$ cat src/rtl/sync_fifo_arb_pkg.sv
// Shared state type and sizing helpers for the FIFO write-port arbiter.
package sync_fifo_arb_pkg;

  typedef enum logic {
    IDLE  = 1'b0,
    BURST = 1'b1
  } arb_state_t;

  // Source-ID width; kept at one bit minimum so ID ports never collapse.
  function automatic int calc_id_w(input int num_req);
    return (num_req > 1) ? $clog2(num_req) : 1;
  endfunction

  // Beat counter must be able to hold MAX_BURST itself.
  function automatic int calc_cnt_w(input int max_burst);
    return $clog2(max_burst + 1);
  endfunction

  localparam int DEFAULT_MAX_BURST = 4;
  localparam int DEFAULT_CNT_W     = $clog2(DEFAULT_MAX_BURST + 1);

endpackage

$ cat src/rtl/rr_pick.sv
// Combinational rotating-priority picker: first set request strictly after
// the last pointer, wrapping modulo N.
module rr_pick #(
  parameter int N     = 4,
  parameter int IDX_W = 2
) (
  input  logic [N-1:0]     req,
  input  logic [IDX_W-1:0] last,
  output logic [N-1:0]     grant,
  output logic [IDX_W-1:0] idx,
  output logic             any
);

  logic [IDX_W-1:0] cand [N];
  logic [N-1:0]     hit;

  // cand[k] is the requester examined at search offset k+1 from last.
  for (genvar gi = 0; gi < N; gi++) begin : g_cand
    assign cand[gi]  = IDX_W'((int'(last) + gi + 1) % N);
    assign hit[gi]   = req[cand[gi]];
    assign grant[gi] = any & (idx == IDX_W'(gi));
  end

  always_comb begin
    idx = '0;
    for (int k = N - 1; k >= 0; k--) begin
      if (hit[k]) begin
        idx = cand[k];
      end
    end
  end

  assign any = |req;

endmodule

$ cat src/rtl/sync_fifo_wr_arb.sv
// Round-robin burst arbiter sharing one FIFO write port among NUM_REQ producers.
// Define FIFO_WR_ARB_PRIO_EN to make requester 0 win every arbitration it enters.
module sync_fifo_wr_arb
  import sync_fifo_arb_pkg::*;
#(
  parameter  int NUM_REQ    = 4,
  parameter  int DATA_WIDTH = 8,
  parameter  int MAX_BURST  = 4,
  localparam int ID_W       = calc_id_w(NUM_REQ)
) (
  input  logic                          clk,
  input  logic                          rst_n,
  input  logic [NUM_REQ-1:0]            req_valid,
  input  logic [NUM_REQ*DATA_WIDTH-1:0] req_data,
  input  logic [NUM_REQ-1:0]            req_last,
  output logic [NUM_REQ-1:0]            req_ready,
  input  logic                          fifo_full,
  output logic                          fifo_wr_en,
  output logic [DATA_WIDTH-1:0]         fifo_wr_data,
  output logic [ID_W-1:0]               fifo_wr_id,
  output logic [ID_W-1:0]               grant_id,
  output logic                          busy
);

  localparam int CNT_W = calc_cnt_w(MAX_BURST);

  arb_state_t          state_reg;
  logic [ID_W-1:0]     grant_reg;
  logic [NUM_REQ-1:0]  grant_oh_reg;
  logic [ID_W-1:0]     last_reg;
  logic [CNT_W-1:0]    cnt_reg;

  logic [CNT_W-1:0]    cnt_next;
  logic [ID_W-1:0]     last_next;
  logic [NUM_REQ-1:0]  rr_oh;
  logic [ID_W-1:0]     rr_idx;
  logic                rr_any;
  logic [NUM_REQ-1:0]  pick_oh;
  logic [ID_W-1:0]     pick_idx;
  logic                pick_any;

  logic                in_burst;
  logic                sel_valid;
  logic                sel_last;
  logic                beat;
  logic                burst_done;
  logic [DATA_WIDTH-1:0] sel_data;
  logic [DATA_WIDTH-1:0] masked_data [NUM_REQ];

  rr_pick #(
    .N     (NUM_REQ),
    .IDX_W (ID_W)
  ) u_rr_pick (
    .req   (req_valid),
    .last  (last_reg),
    .grant (rr_oh),
    .idx   (rr_idx),
    .any   (rr_any)
  );

`ifdef FIFO_WR_ARB_PRIO_EN
  // Requester 0 jumps the queue but leaves the rotation pointer untouched.
  assign pick_any  = rr_any;
  assign pick_idx  = req_valid[0] ? '0 : rr_idx;
  assign pick_oh   = req_valid[0] ? NUM_REQ'(1) : rr_oh;
  assign last_next = (grant_reg == '0) ? last_reg : grant_reg;
`else
  assign pick_any  = rr_any;
  assign pick_idx  = rr_idx;
  assign pick_oh   = rr_oh;
  assign last_next = grant_reg;
`endif

  assign in_burst  = (state_reg == BURST);
  assign sel_valid = |(req_valid & grant_oh_reg);
  assign sel_last  = |(req_last & grant_oh_reg);
  assign beat      = in_burst & sel_valid & ~fifo_full;
  assign cnt_next  = cnt_reg + CNT_W'(1);

  // An idle requester only loses its grant when the FIFO could have taken data.
  assign burst_done = (beat & (sel_last | (cnt_next == CNT_W'(MAX_BURST))))
                    | (in_burst & ~sel_valid & ~fifo_full);

  for (genvar gi = 0; gi < NUM_REQ; gi++) begin : g_mux
    assign masked_data[gi] = grant_oh_reg[gi] ? req_data[gi*DATA_WIDTH +: DATA_WIDTH]
                                              : '0;
  end

  always_comb begin
    sel_data = '0;
    for (int i = 0; i < NUM_REQ; i++) begin
      sel_data = sel_data | masked_data[i];
    end
  end

  assign req_ready    = grant_oh_reg & {NUM_REQ{in_burst & ~fifo_full}};
  assign fifo_wr_en   = beat;
  assign fifo_wr_data = in_burst ? sel_data : '0;
  assign fifo_wr_id   = in_burst ? grant_reg : '0;
  assign grant_id     = grant_reg;
  assign busy         = in_burst;

  always_ff @(posedge clk or negedge rst_n) begin
    if (!rst_n) begin
      state_reg    <= IDLE;
      grant_reg    <= '0;
      grant_oh_reg <= '0;
      cnt_reg      <= '0;
      last_reg     <= ID_W'(NUM_REQ - 1);
    end else begin
      case (state_reg)
        IDLE: begin
          if (pick_any) begin
            state_reg    <= BURST;
            grant_reg    <= pick_idx;
            grant_oh_reg <= pick_oh;
            cnt_reg      <= '0;
          end
        end
        BURST: begin
          if (beat) begin
            cnt_reg <= cnt_next;
          end
          if (burst_done) begin
            state_reg <= IDLE;
            last_reg  <= last_next;
          end
        end
        default: begin
          state_reg <= IDLE;
        end
      endcase
    end
  end

endmodule

$ cat config.mk
export PLATFORM = sky130hd
export DESIGN_NAME = sync_fifo_wr_arb
export DESIGN_NICKNAME = d
export VERILOG_FILES = /design/src/rtl/sync_fifo_arb_pkg.sv /design/src/rtl/rr_pick.sv /design/src/rtl/sync_fifo_wr_arb.sv
export SDC_FILE = /design/constraint.sdc
export NUM_CORES = 1
export LEC_CHECK = 0
export BUFFER_PORTS_ARGS = -buffer_cell sky130_fd_sc_hd__buf_2
export CELL_PAD_IN_SITES_DETAIL_PLACEMENT = 1
export CELL_PAD_IN_SITES_GLOBAL_PLACEMENT = 1
export CORE_ASPECT_RATIO = 1.75
export CORE_MARGIN = 1
export CORE_UTILIZATION = 30
export DETAILED_ROUTE_END_ITERATION = 12
export PLACE_DENSITY_LB_ADDON = 0.08
export SYNTH_ARGS = -nofsm -noshare
export SYNTH_HDL_FRONTEND = slang
export SYNTH_SLANG_ARGS = --single-unit
$ cat constraint.sdc
create_clock -name clk -period 4.55 [get_ports clk]
set_clock_uncertainty 0.1 [all_clocks]
set_input_delay 0.455 -clock clk [delete_from_list [all_inputs] [get_ports clk]]
set_output_delay 0.455 -clock clk [all_outputs]
set_load 0.05 [all_outputs]
======== Word-level counts from Yosys, hierarchy flattened ========
Cells that the tools add are included.
word-level totals
  register bits ........................... 12
  bits of input ports ..................... 43
  logic and storage cells ................. 74
cells by class
  add/sub/neg operators ................... 7
  $lt $le $gt $ge ......................... 4
  equality and inequality tests ........... 6
  muxes and demuxes ....................... 24
  bitwise logic cells ..................... 21
  reduce and logical (&&, ||, !) cells .... 7
operators with widths
  operator               number
  $mux W8                5
  $or A8 B8 Y8           3
  $and A4 B4 Y4          3
  $lt A2 B3 Y1 const B   4
  $reduce_or A4 Y1       3
  $add A2 B2 Y2 const B  5
  $and A1 B1 Y1          10
  $mux W2                5
  $bmux W1 S2            4
  $mux W1                6
  $mux W3                2
  $pmux W3 S2            1
  $reduce_and A2 Y1      3
  $eq A2 B2 Y1 const B   2
  $ne A2 B1 Y1 const B   2
  $add A3 B1 Y3 const B  1
  $eq A3 B3 Y1 const B   1
  $not A1 Y1             3
  $add A2 B1 Y2 const B  1
  $eq A2 B1 Y1 const B   1
  $logic_not A2 Y1       1
  $or A1 B1 Y1           2
  $pmux W1 S2            1

======== Logic depth before layout (Yosys ltp) ========
Gate-level depths: netlist of run 1.
  word-level depth ........................ 10
  depth in mapped cells ................... 5
  depth with buffers taken out ............ 5

======== Hierarchy ========
A second synthesis of run 1 with hierarchy kept.
unflattened totals
  cell total of the unflattened synthesis .. 115
  area, all modules ....................... 1067.3 µm²
by module, submodules not included
  module            times used  cells an instance  area each (µm²)  sequential area each (µm²)
  sync_fifo_wr_arb  1           81                 823.3            302.8
  rr_pick           1           34                 244.0            0.0

======== Worst setup path after synthesis of run 1 ========
No wires, ideal clock.
  path type ............................... flip-flop to output port
  from .................................... register state_reg, in the netlist busy
  to ...................................... output fifo_wr_data[0]
  data arrival time ....................... 1.861 ns
  path slack .............................. 2.134 ns
  cell stages (with the launch flop) ...... 3
  buffers on the path ..................... 0
  cell sequence ........................... dfrtp_1 > clkinv_1 > a21oi_1
between the ends
  longest elaborated chain between the ends .. 1
RTL lines
  what                    RTL line                 source
  start, declared         sync_fifo_wr_arb.sv:27   arb_state_t state_reg;
  start signal, assigned  sync_fifo_wr_arb.sv:105  state_reg <= IDLE;
  start signal, assigned  sync_fifo_wr_arb.sv:114  state_reg <= BURST;
  start signal, assigned  sync_fifo_wr_arb.sv:125  state_reg <= IDLE;
  $mux W8                 sync_fifo_wr_arb.sv:98   assign fifo_wr_data = in_burst ? sel_data : '0;
  end, declared           sync_fifo_wr_arb.sv:19   output logic [DATA_WIDTH-1:0] fifo_wr_data,
No other way between the ends.

======== Worst setup path after layout of run 1 ========
  from .................................... register grant_oh_reg[2]
  to ...................................... output fifo_wr_en
between the ends
  longest elaborated chain between the ends .. 4
RTL lines
  what                         RTL line                 source
  start, declared              sync_fifo_wr_arb.sv:29   logic [NUM_REQ-1:0] grant_oh_reg;
  start signal, assigned       sync_fifo_wr_arb.sv:116  grant_oh_reg <= pick_oh;
  $and A4 B4 Y4                sync_fifo_wr_arb.sv:75   assign sel_valid = |(req_valid & grant_oh_reg);
  $reduce_or A4 Y1             sync_fifo_wr_arb.sv:75
  $and A1 B1 Y1 (2 in series)  sync_fifo_wr_arb.sv:77   assign beat = in_burst & sel_valid & ~fifo_full;
  end, declared                sync_fifo_wr_arb.sv:18   output logic fifo_wr_en,
No other way between the ends.

==> reports/qor.csv, run 1 <==
metric;value;unit
status;finished clean;
core;2753;sq um
layout_min_cycle_time;2.398;ns
hold_viol_final;0;
synthSimpleGateAreaFrac;19.18;%
yosys.cell_types.count;28;
dieArea;3165;sq um
antenna_cells;0;
initial_core_util;32.00;%
h-tree-depth;1;
cts_sinks;12;
layout_commonest_cell;buf_2;
vias;1030;
grt_pass1_vias;1101;
nets;207;
synth_adder_area_share;2.841;%
fin_crit_sh;52.71;%
syn_avg_cell_area;8.721;sq um
max-cap-violations;0;
critical_path.top_delay_family;compound AO/OA/AOI/OAI gates;
largest_reg_flops;4;
io_pins;61;
cp.arrival;1.84;ns
grt_setup_unrepaired;no;
crit_path_max_fanout;12;
critPathKind;reg -> out;
row_count;25;
powerDensity;725.8;nW/um^2
cts_tree;built;
endpoint_kind;primary output;
max_freq;0.4170;GHz
use_met3;1.966;%
cts_buffer_depth;2;
die_h;73.68;um
synth_area;880.8;sq um
antenna_found_initial;0;
final_cell_mix;buf_2, a22oi_1, a21oi_1, dfrtp_1;
post-route-util;45.82;%
synthToLayoutAreaGrowth;43.18;%
fill_cells;368;
critPathSlowestCell;dfrtp_1;
setup_viol;0;
cts_buffers;3;
leakagePower;0.6646;nW
rrSetupSlack;2.61;ns
synth.net_count;146;
hold_path.class;reg -> reg;
reg2reg_depth;4;
antenna_left;0;
gp_congestion;0.8133;
maxSlewViolCount;0;
worst_setup_path_start_kind;flip-flop;
cts.repair.resized;0;
cp.depth;4;
path_cells;a22o_1, o21ai_0, inv_1, buf_2;
clock_latency;0.23;ns
hold_path_depth;2;
grt_max_degree;13;
synth-xor-area-share;0;%
first_pass_iters;2;
synth_top_family_by_area;compound AO/OA/AOI/OAI gates;
drc;0;
drive_gt1_share;44.72;%
slew_headroom;59.01;%
fin_tns_setup;0;ns
wl_per_cell;15.60;um
worstPathRequired;3.99;ns
syn_inst;101;
grt_busiest_layer;met2;
met1_usage;19.00;%
synth-seq-cells;12;
ir_drop;397.9;uV
fp.dieW;42.96;um
synth-seq-area-share;34.38;%
worst-path-buf-inv;2;
cts_root_buffer;clkbuf_8;
grt_first_pass_wirelength;4.726;mm
drt-total-wl;2.932;mm
synthMuxAreaShare;4.972;%
clkTransAtPathRegs;0.05;ns
dpl.hpwl;2.372;mm
met2_usage;39.73;%
io_buffers;60;
gr-usage-all-layers;19.24;%
grt.overflow.total;0;
synth_compound_area_share;35.65;%
synth_warnings;0;
via_per_inst;5.479;
cpPeakStageDelay;0.52;ns
drt-initial-drc-count;13;
tightest_slew;0.6084;ns
-- synthesized netlist by cell type --
master | number | share of area, %
o221ai_1 | 1 | 0.99
nand3_1 | 4 | 2.3
o31ai_1 | 1 | 0.85
clkinv_1 | 1 | 0.43
or2b_1 | 1 | 0.85
a311oi_2 | 1 | 1.7
nand2b_1 | 2 | 1.4
ha_1 | 2 | 2.8
clkbuf_1 | 5 | 2.1
inv_1 | 1 | 0.43
a21oi_1 | 10 | 5.7
and2b_2 | 1 | 0.99
or2_4 | 1 | 0.99
a22oi_1 | 16 | 14
nor2b_1 | 3 | 2.1
nor2_1 | 4 | 1.7
nand3b_1 | 1 | 0.85
mux2i_1 | 1 | 1.1
o21ai_0 | 5 | 2.8
dfstp_2 | 2 | 6.0
mux2_2 | 3 | 3.8
a31oi_1 | 2 | 1.4
nand2_1 | 7 | 3.0
and2_1 | 7 | 5.0
a22o_1 | 6 | 6.0
dfrtp_1 | 10 | 28
a21o_1 | 2 | 1.7
o21bai_1 | 1 | 0.85
-- worst register-to-register path, cell delays in order (launching register included) --
cell	delay [ns]
dfrtp_1	0.52
a22o_1	0.28
or2_4	0.27
a311oi_2	0.32
mux2_2	0.38
-- cell type report --
cell class / instances / area (sq um) / share of cell area [%]
multi-input combinational: 82 / 551.8 / 43.75
timing repair buffer: 61 / 310.3 / 24.60
sequential: 12 / 302.8 / 24.01
clock buffer: 4 / 55.05 / 4.365
tap: 27 / 33.78 / 2.679
inverter: 2 / 7.507 / 0.5952
-- where the power goes --
| part | switching, W | internal (W) | leakage (nW) |
|---|---|---|---|
| logic | 0.000391 | 0.000176 | 0.487 |
| registers | 0.0000795 | 0.000156 | 0.149 |
| clock network | 0.0000370 | 0.0000763 | 0.0288 |
| total | 0.000507 | 0.000408 | 0.665 |
-- metal layers --
layer / part of all wire, % / wire (um) / vias to the layer above
met1: 36 / 1069 / 483
met5: 0 / 0 / -
met3: 6.2 / 182 / 2
met4: 0.55 / 16 / 0
met2: 57 / 1664 / 40
li1: - / - / 505
-- logic make-up after synthesis --
family / Yosys count
compound gates: 45
fa+ha+maj: 2
buf+inv: 7
flops: 12
mux: 4
simple gates: 31
-- final timing paths --
path | startpoint | end
setup reg to reg | grant_oh_reg[2] | last_reg[1]
hold reg to reg | cnt_reg[2] | cnt_reg[2]
hold / removal | cnt_reg[2] | cnt_reg[2]
setup / recovery | grant_oh_reg[2] | fifo_wr_en
min in group asynchronous | rst_n | grant_id[0]
max in group asynchronous | rst_n | last_reg[1]
-- per-stage QoR --
| stage | power (W) | instance area (sq um) | worst slack (ns) | instances | hold WS [ns] |
|---|---|---|---|---|---|
| floorplan | 0.0006608 | 880.8 | 2.134 | 101 | 0.05941 |
| global placement | 0.0007976 | 1196 | 2.395 | 183 | 0.2466 |
| detailed placement | 0.0008111 | 1196 | 2.387 | 183 | 0.2505 |
| CTS | 0.0009286 | 1261 | 2.145 | 188 | 0.4296 |
| global route | 0.0009818 | 1261 | 1.945 | 188 | 0.4555 |
| finish | 0.0009154 | 1261 | 2.152 | 188 | 0.4267 |
-- repair_timing --
item | in CTS | in global routing
endpoints found under the setup margin | 0 | 0
setup buffers | 0 | 0
hold buffers | 1 | 0
endpoints found under the hold margin | 10 | 0
Power figures use the tool's default switching activity.
==> run 2, diff against run 1 <==
Settings changed: ABC_AREA from default to 1, CORE_UTILIZATION 30 to 27.
Clock period 4.55 ns to 2.5 ns, I/O delays scaled along.
==> run 2 against run 1 <==
Global-route usage increased by 1.2 points. Worst setup slack got worse by 1.7 ns. Combinational power up 130%. Die area is 28% higher. Clock power up 89%. Routed wire length rose by 31%. Count of clock-buffer cells in the layout is the same. Synthesized area up 16%. Core utilization decreased by 7.0 points. Sequential share of layout area fell by 2.5 points. Highest routed layer unchanged.
==> reports/qor.csv, run 2 <==
metric;value;unit;change
worst_setup_path_start_kind;flip-flop;;
nets;270;;+30%
dpl.hpwl;3.098;mm;+31%
cts_setup_buffers;0;;unchanged
yosysMostFrequentCell;nand2_1;;
ys_top_cells_by_count;nand2_1, inv_1, dfrtp_1;;
drc;0;;unchanged
slew_headroom;71.56;%;+13 points
endpoint_kind;primary output;;
core;3628;sq um;+32%
drt-total-wl;3.835;mm;+31%
path_cells;inv_1, o22ai_1, nor2_1, nor2_2, buf_2;;
async_flop_share;100.0;%;unchanged
synth_area;1020;sq um;+16%
maxSlewViolCount;0;;unchanged
final_cell_mix;nand2_1, buf_2, inv_1;;
multi_input_area;596.8;sq um;+8.2%
critPathSlowestCell;dfrtp_1;;
layout_min_cycle_time;2.023;ns;
dieArea;4036;sq um;+28%
antenna_left;0;;unchanged
grt_pass1_vias;1438;;+31%
cts_tree;built;;
first_pass_iters;4;;+2
setup_viol;0;;unchanged
die_h;83.30;um;+13%
switching_share;60.25;%;+4.9 points
row_count;29;;+16%
critPathKind;reg -> out;;
grt_setup_unrepaired;no;;
clock_latency;0.24;ns;about the same
gp_congestion;0.7555;;-7.1%
synth.net_count;209;;+43%
power.total;0.001945;W;+110%
critical_path.top_delay_family;flip-flops;;
synth_warnings;0;;unchanged
io_pins;61;;unchanged
cpPeakStageDelay;0.60;ns;+0.08 ns
fin_tns_setup;0;ns;unchanged
worst-path-buf-inv;2;;unchanged
tightest_slew;0.4267;ns;-0.1818 ns
clkTransAtPathRegs;0.06;ns;about the same
largest_reg_flops;4;;unchanged
antenna_cells;0;;unchanged
max-cap-violations;0;;unchanged
io_buffers;60;;unchanged
fp.dieW;48.46;um;+13%
drive_gt1_share;33.48;%;-11 points
yosys.area.top_type;nand2_1;;
synth-seq-area-share;29.69;%;-4.7 points
drt-initial-drc-count;9;;-4
power_frac_comb;66.2;%;+4.3 points
status;finished clean;;
power.internal;0.0007731;W;+89%
grt.overflow.total;0;;unchanged
cp.arrival;1.67;ns;-0.17 ns
crit_path_max_fanout;11;;-1
leakagePower;0.7931;nW;+19%
cts_buffer_depth;2;;unchanged
fin_crit_sh;80.90;%;
synth_top_area_share;27.98;%;-0.43 points
power.switching;0.001172;W;+130%
vias;1292;;+25%
syn_inst;164;;+62%
cts.repair.resized;0;;unchanged
worstPathRequired;2.15;ns;-1.84 ns
wl_per_cell;14.20;um;-8.9%
powerDensity;1380;nW/um^2;+90%
cts_buffers;3;;unchanged
hold_path.class;in -> async;;
syn_avg_cell_area;6.218;sq um;-29%
clkPwrFrac;11.0;%;-1.4 points
seq_power_share;22.8;%;-2.9 points
ir_drop;574.3;uV;+44%
cts_sinks;12;;unchanged
cts_root_buffer;clkbuf_8;;
h-tree-depth;1;;unchanged
yosys.cell_types.count;23;;-18%
synth_edf_count;0;;unchanged
cts_hold_buf;1;;unchanged
synth-seq-cells;12;;unchanged
hold_viol_final;0;;unchanged
max_freq;0.4944;GHz;
gr-usage-all-layers;20.47;%;+1.2 points
grt_max_degree;13;;unchanged
fill_cells;526;;+43%
synthToLayoutAreaGrowth;38.16;%;
synth_flop_cell;dfrtp_1;;
grt_first_pass_wirelength;6.513;mm;+38%
antenna_found_initial;0;;unchanged
layout_commonest_cell;nand2_1;;
synth_area_leaders;nand2_1, dfrtp_1, inv_1;;
via_per_inst;4.785;;-13%
initial_core_util;28.10;%;-3.9 points
regArea;302.8;sq um;unchanged
==> run 2: cell types whose count changed after synthesis, sizes merged, moves of 3 or more <==
cell	change
a21oi	-9
a22o	-4
a22oi	-16
a41oi	+8
and2	-7
buf	+5
clkbuf	-5
inv	+22
mux2	-3
nand2	+73
nor2	+5
nor2b	-3
o21ai	+6
==> run 2: final cells by class <==
type                    count  share of cell area [%]
well taps                  46                   4.085
inverters                  23                   6.128
repair buffers             61                   22.02
multi-input cells         124                   42.36
flip-flops and latches     12                   21.49
clock buffers               4                   3.908
==> run 2: worst register-to-register path, stage by stage, from the launching register on <==
cell and delay, ns:
dfstp_2 0.64, inv_1 0.13, nand2_1 0.09, nand2_2 0.07
nand2_1 0.09, nand2_1 0.07, inv_1 0.07, nand3_1 0.09
nand2_1 0.09, nand2_2 0.07, a21oi_2 0.13
==> run 2: per-layer routing <==
layer | GRT usage [%] | routed length (um)
met1 | 20.56 | 1441
met3 | 2.564 | 159
met2 | 40.97 | 2165
met4 | 7.487 | 69
met5 | 0 | 0
==> run 2: final timing paths <==
check                                 from               to  slack (ns)  cells after the start
hold reg to reg                 cnt_reg[0]       cnt_reg[0]        0.42                      1
min in group clk                 fifo_full      last_reg[1]        0.31                      4
hold / removal                       rst_n             busy        0.31                      2
setup / recovery           grant_oh_reg[0]       fifo_wr_en        0.48                      5
setup reg to reg               last_reg[0]  grant_oh_reg[0]        0.80                     10
max in group asynchronous            rst_n      last_reg[0]        1.70                      2
==> run 2: cell families after synthesis <==
family / synth area share [%]
AOI/OAI and AO/OA: 16.81
adders and majority gates: 2.454
DFF: 29.69
xor gates and xnor gates: 0.8591
and+or+nand+nor: 38.40
buffers and inverters: 11.78
==> run 2: power by group through the flow <==
stage | Combinational, W | Clock [W] | Sequential, W
CTS | 0.00130 | 0.000220 | 0.000451
floorplan | 0.00100 | 0 | 0.000419
global route | 0.00140 | 0.000232 | 0.000469
detailed placement | 0.00129 | 0 | 0.000450
finish | 0.00129 | 0.000214 | 0.000443
global placement | 0.00126 | 0 | 0.000446
==> run 2: metrics by stage <==
stage               hold slack, ns  utilization [%]  cell area (sq um)  setup WS (ns)  instances
finish                      0.3075            38.83               1409         0.4774        270
global route                0.3479            38.83               1409         0.3303        270
global placement           0.03603            37.03               1344         0.7228        265
CTS                         0.3141            38.83               1409         0.4555        270
floorplan                  -0.1456                -               1020         0.4369        164
detailed placement         0.04562            37.03               1344         0.7152        265
==> run 3, diff against run 2 <==
Clock period 2.5 ns to 2.04 ns, I/O delays scaled along.
==> run 3 against run 2 <==
Critical path depth did not move. Sequential power rose by 16%. Sequential share of layout area is 0.16 points lower. Critical path type unchanged. Highest routed layer unchanged.
==> reports/qor.csv, run 3 (same netlist as run 2, synthesis figures left out) <==
metric;value;unit;change
r2r_end;last_reg[1];;
power.total;0.002404;W;+24%
nets;272;;+0.74%
clkTransAtPathRegs;0.05;ns;about the same
cpPeakStageDelay;0.57;ns;-0.03 ns
cts_setup_buffers;0;;unchanged
initial_core_util;28.10;%;unchanged
drt-initial-drc-count;4;;-5
clock_latency;0.25;ns;about the same
place_area;1364;sq um;+1.5%
io_buffers;60;;unchanged
grt.overflow.total;0;;unchanged
slew_headroom;74.59;%;+3.0 points
cts_tree;built;;
path_cells;inv_1, o22ai_1, nor2_1, nor2_4, buf_2;;
drc;0;;unchanged
ir_drop;794.3;uV;+38%
worst-path-buf-inv;2;;unchanged
core;3628;sq um;unchanged
drive_gt1_share;34.96;%;+1.5 points
drt-total-wl;3.575;mm;-6.8%
gp_congestion;0.8023;;+6.2%
antenna_found_initial;0;;unchanged
hold_viol_final;0;;unchanged
critPathSlowestCell;dfrtp_1;;
timing.final.ws_setup;0.1154;ns;-0.3620 ns
dpl.hpwl;2.969;mm;-4.2%
io_pins;61;;unchanged
cts_sinks;12;;unchanged
rrSetupSlack;0.36;ns;-0.44 ns
layout_commonest_cell;nand2_1;;
via_per_inst;4.820;;+0.72%
worstPathRequired;1.74;ns;-0.41 ns
hold_path.class;in -> async;;
die_h;83.30;um;unchanged
max_freq;0.5196;GHz;
grt_setup_unrepaired;no;;
powerDensity;1679;nW/um^2;+22%
endpoint_kind;primary output;;
cts_buffers;3;;unchanged
layout_min_cycle_time;1.925;ns;
antenna_left;0;;unchanged
pre_cts_ws;0.3145;ns;-0.4007 ns
maxSlewViolCount;0;;unchanged
h-tree-depth;1;;unchanged
fin_crit_sh;94.34;%;
leakagePower;0.8011;nW;+1.0%
cts_root_buffer;clkbuf_8;;
cp.arrival;1.62;ns;-0.05 ns
final_cell_mix;nand2_1, buf_2, inv_1;;
reg2reg_depth;6;;-4
tightest_slew;0.3811;ns;-0.04559 ns
cts_buffer_depth;2;;unchanged
fp.dieW;48.46;um;unchanged
status;finished clean;;
fin_tns_setup;0;ns;unchanged
critical_path.top_delay_family;flip-flops;;
grt_pass1_vias;1418;;-1.4%
r2r-start;grant_oh_reg[2];;
worst_setup_path_start_kind;flip-flop;;
grt_first_pass_wirelength;6.154;mm;-5.5%
antenna_cells;0;;unchanged
setup_viol;0;;unchanged
dieArea;4036;sq um;unchanged
gr-usage-all-layers;19.35;%;-1.1 points
crit_path_max_fanout;11;;unchanged
final_area;1431;sq um;+1.6%
max-cap-violations;0;;unchanged
row_count;29;;unchanged
first_pass_iters;2;;-2
vias;1311;;+1.5%
grt_max_degree;13;;unchanged
critPathKind;reg -> out;;
synthToLayoutAreaGrowth;40.37;%;
wl_per_cell;13.14;um;-7.5%
largest_reg_flops;4;;unchanged
[run 3: metrics by stage]
| stage | util (%) | hold slack (ns) | std cells |
|---|---|---|---|
| 6_report | 39.45 | 0.2657 | 272 |
| 5_1_grt | 39.45 | 0.2949 | 272 |
| 4_1_cts | 39.38 | 0.2724 | 272 |
| 3_5_place_dp | 37.59 | 0.004118 | 267 |
| 3_3_place_gp | 37.59 | -0.001782 | 267 |
| 2_1_floorplan | - | -0.1916 | 164 |
[run 3: cell type report]
cell class,instances,area [sq um]
sequential,12,305.3
inverter,23,86.33
clock buffer,4,55.05
fill,526,2197
multi-input combinational,124,601.8
tap,46,57.56
timing repair buffer,63,325.3
[run 3: worst max path at each step]
| stage | slack [ns] | depth (start not counted) | from | end |
|---|---|---|---|---|
| after floorplan | 0.003 | 4 | busy | req_ready[0] |
| after global placement | 0.35 | 5 | grant_oh_reg[2] | fifo_wr_en |
| after detailed placement | 0.31 | 6 | grant_oh_reg[3] | last_reg[1] |
| after CTS | 0.08 | 5 | grant_oh_reg[3] | fifo_wr_en |
| after global routing | 0.009 | 5 | grant_oh_reg[2] | fifo_wr_en |
| final | 0.12 | 5 | grant_oh_reg[2] | fifo_wr_en |
[run 3: metal layers]
layer  routed length, um  up-vias  global-route usage [%]  part of all wire (%)
met5                   0        -                       0                     0
met4                  55        0                   8.289                   1.5
met3                 167        5                   2.930                   4.7
met2                2044       45                   39.44                    57
met1                1307      615                   18.01                    37
li1                    -      646                       -                     -
[run 3: timing repair]
action,in CTS,in global routing
resized for setup,0,2
hold buffers,1,0
setup endpoints to repair,0,1
endpoints found under the hold margin,10,0
[run 3: worst reg2reg max path, cell delays in order (launching register included)]
cell      delay, ns
dfrtp_1        0.52
inv_1          0.13
o22ai_1        0.09
nor2_1         0.26
nand3b_1       0.16
nand2_1        0.14
o21ai_0        0.20
[run 3: where the power goes]
group	internal, W	switching [W]	total [W]
Combinational	0.000450	0.00118	0.00163
Sequential	0.000354	0.000158	0.000512
Clock	0.000171	0.0000939	0.000265
Total	0.000975	0.00143	0.00240
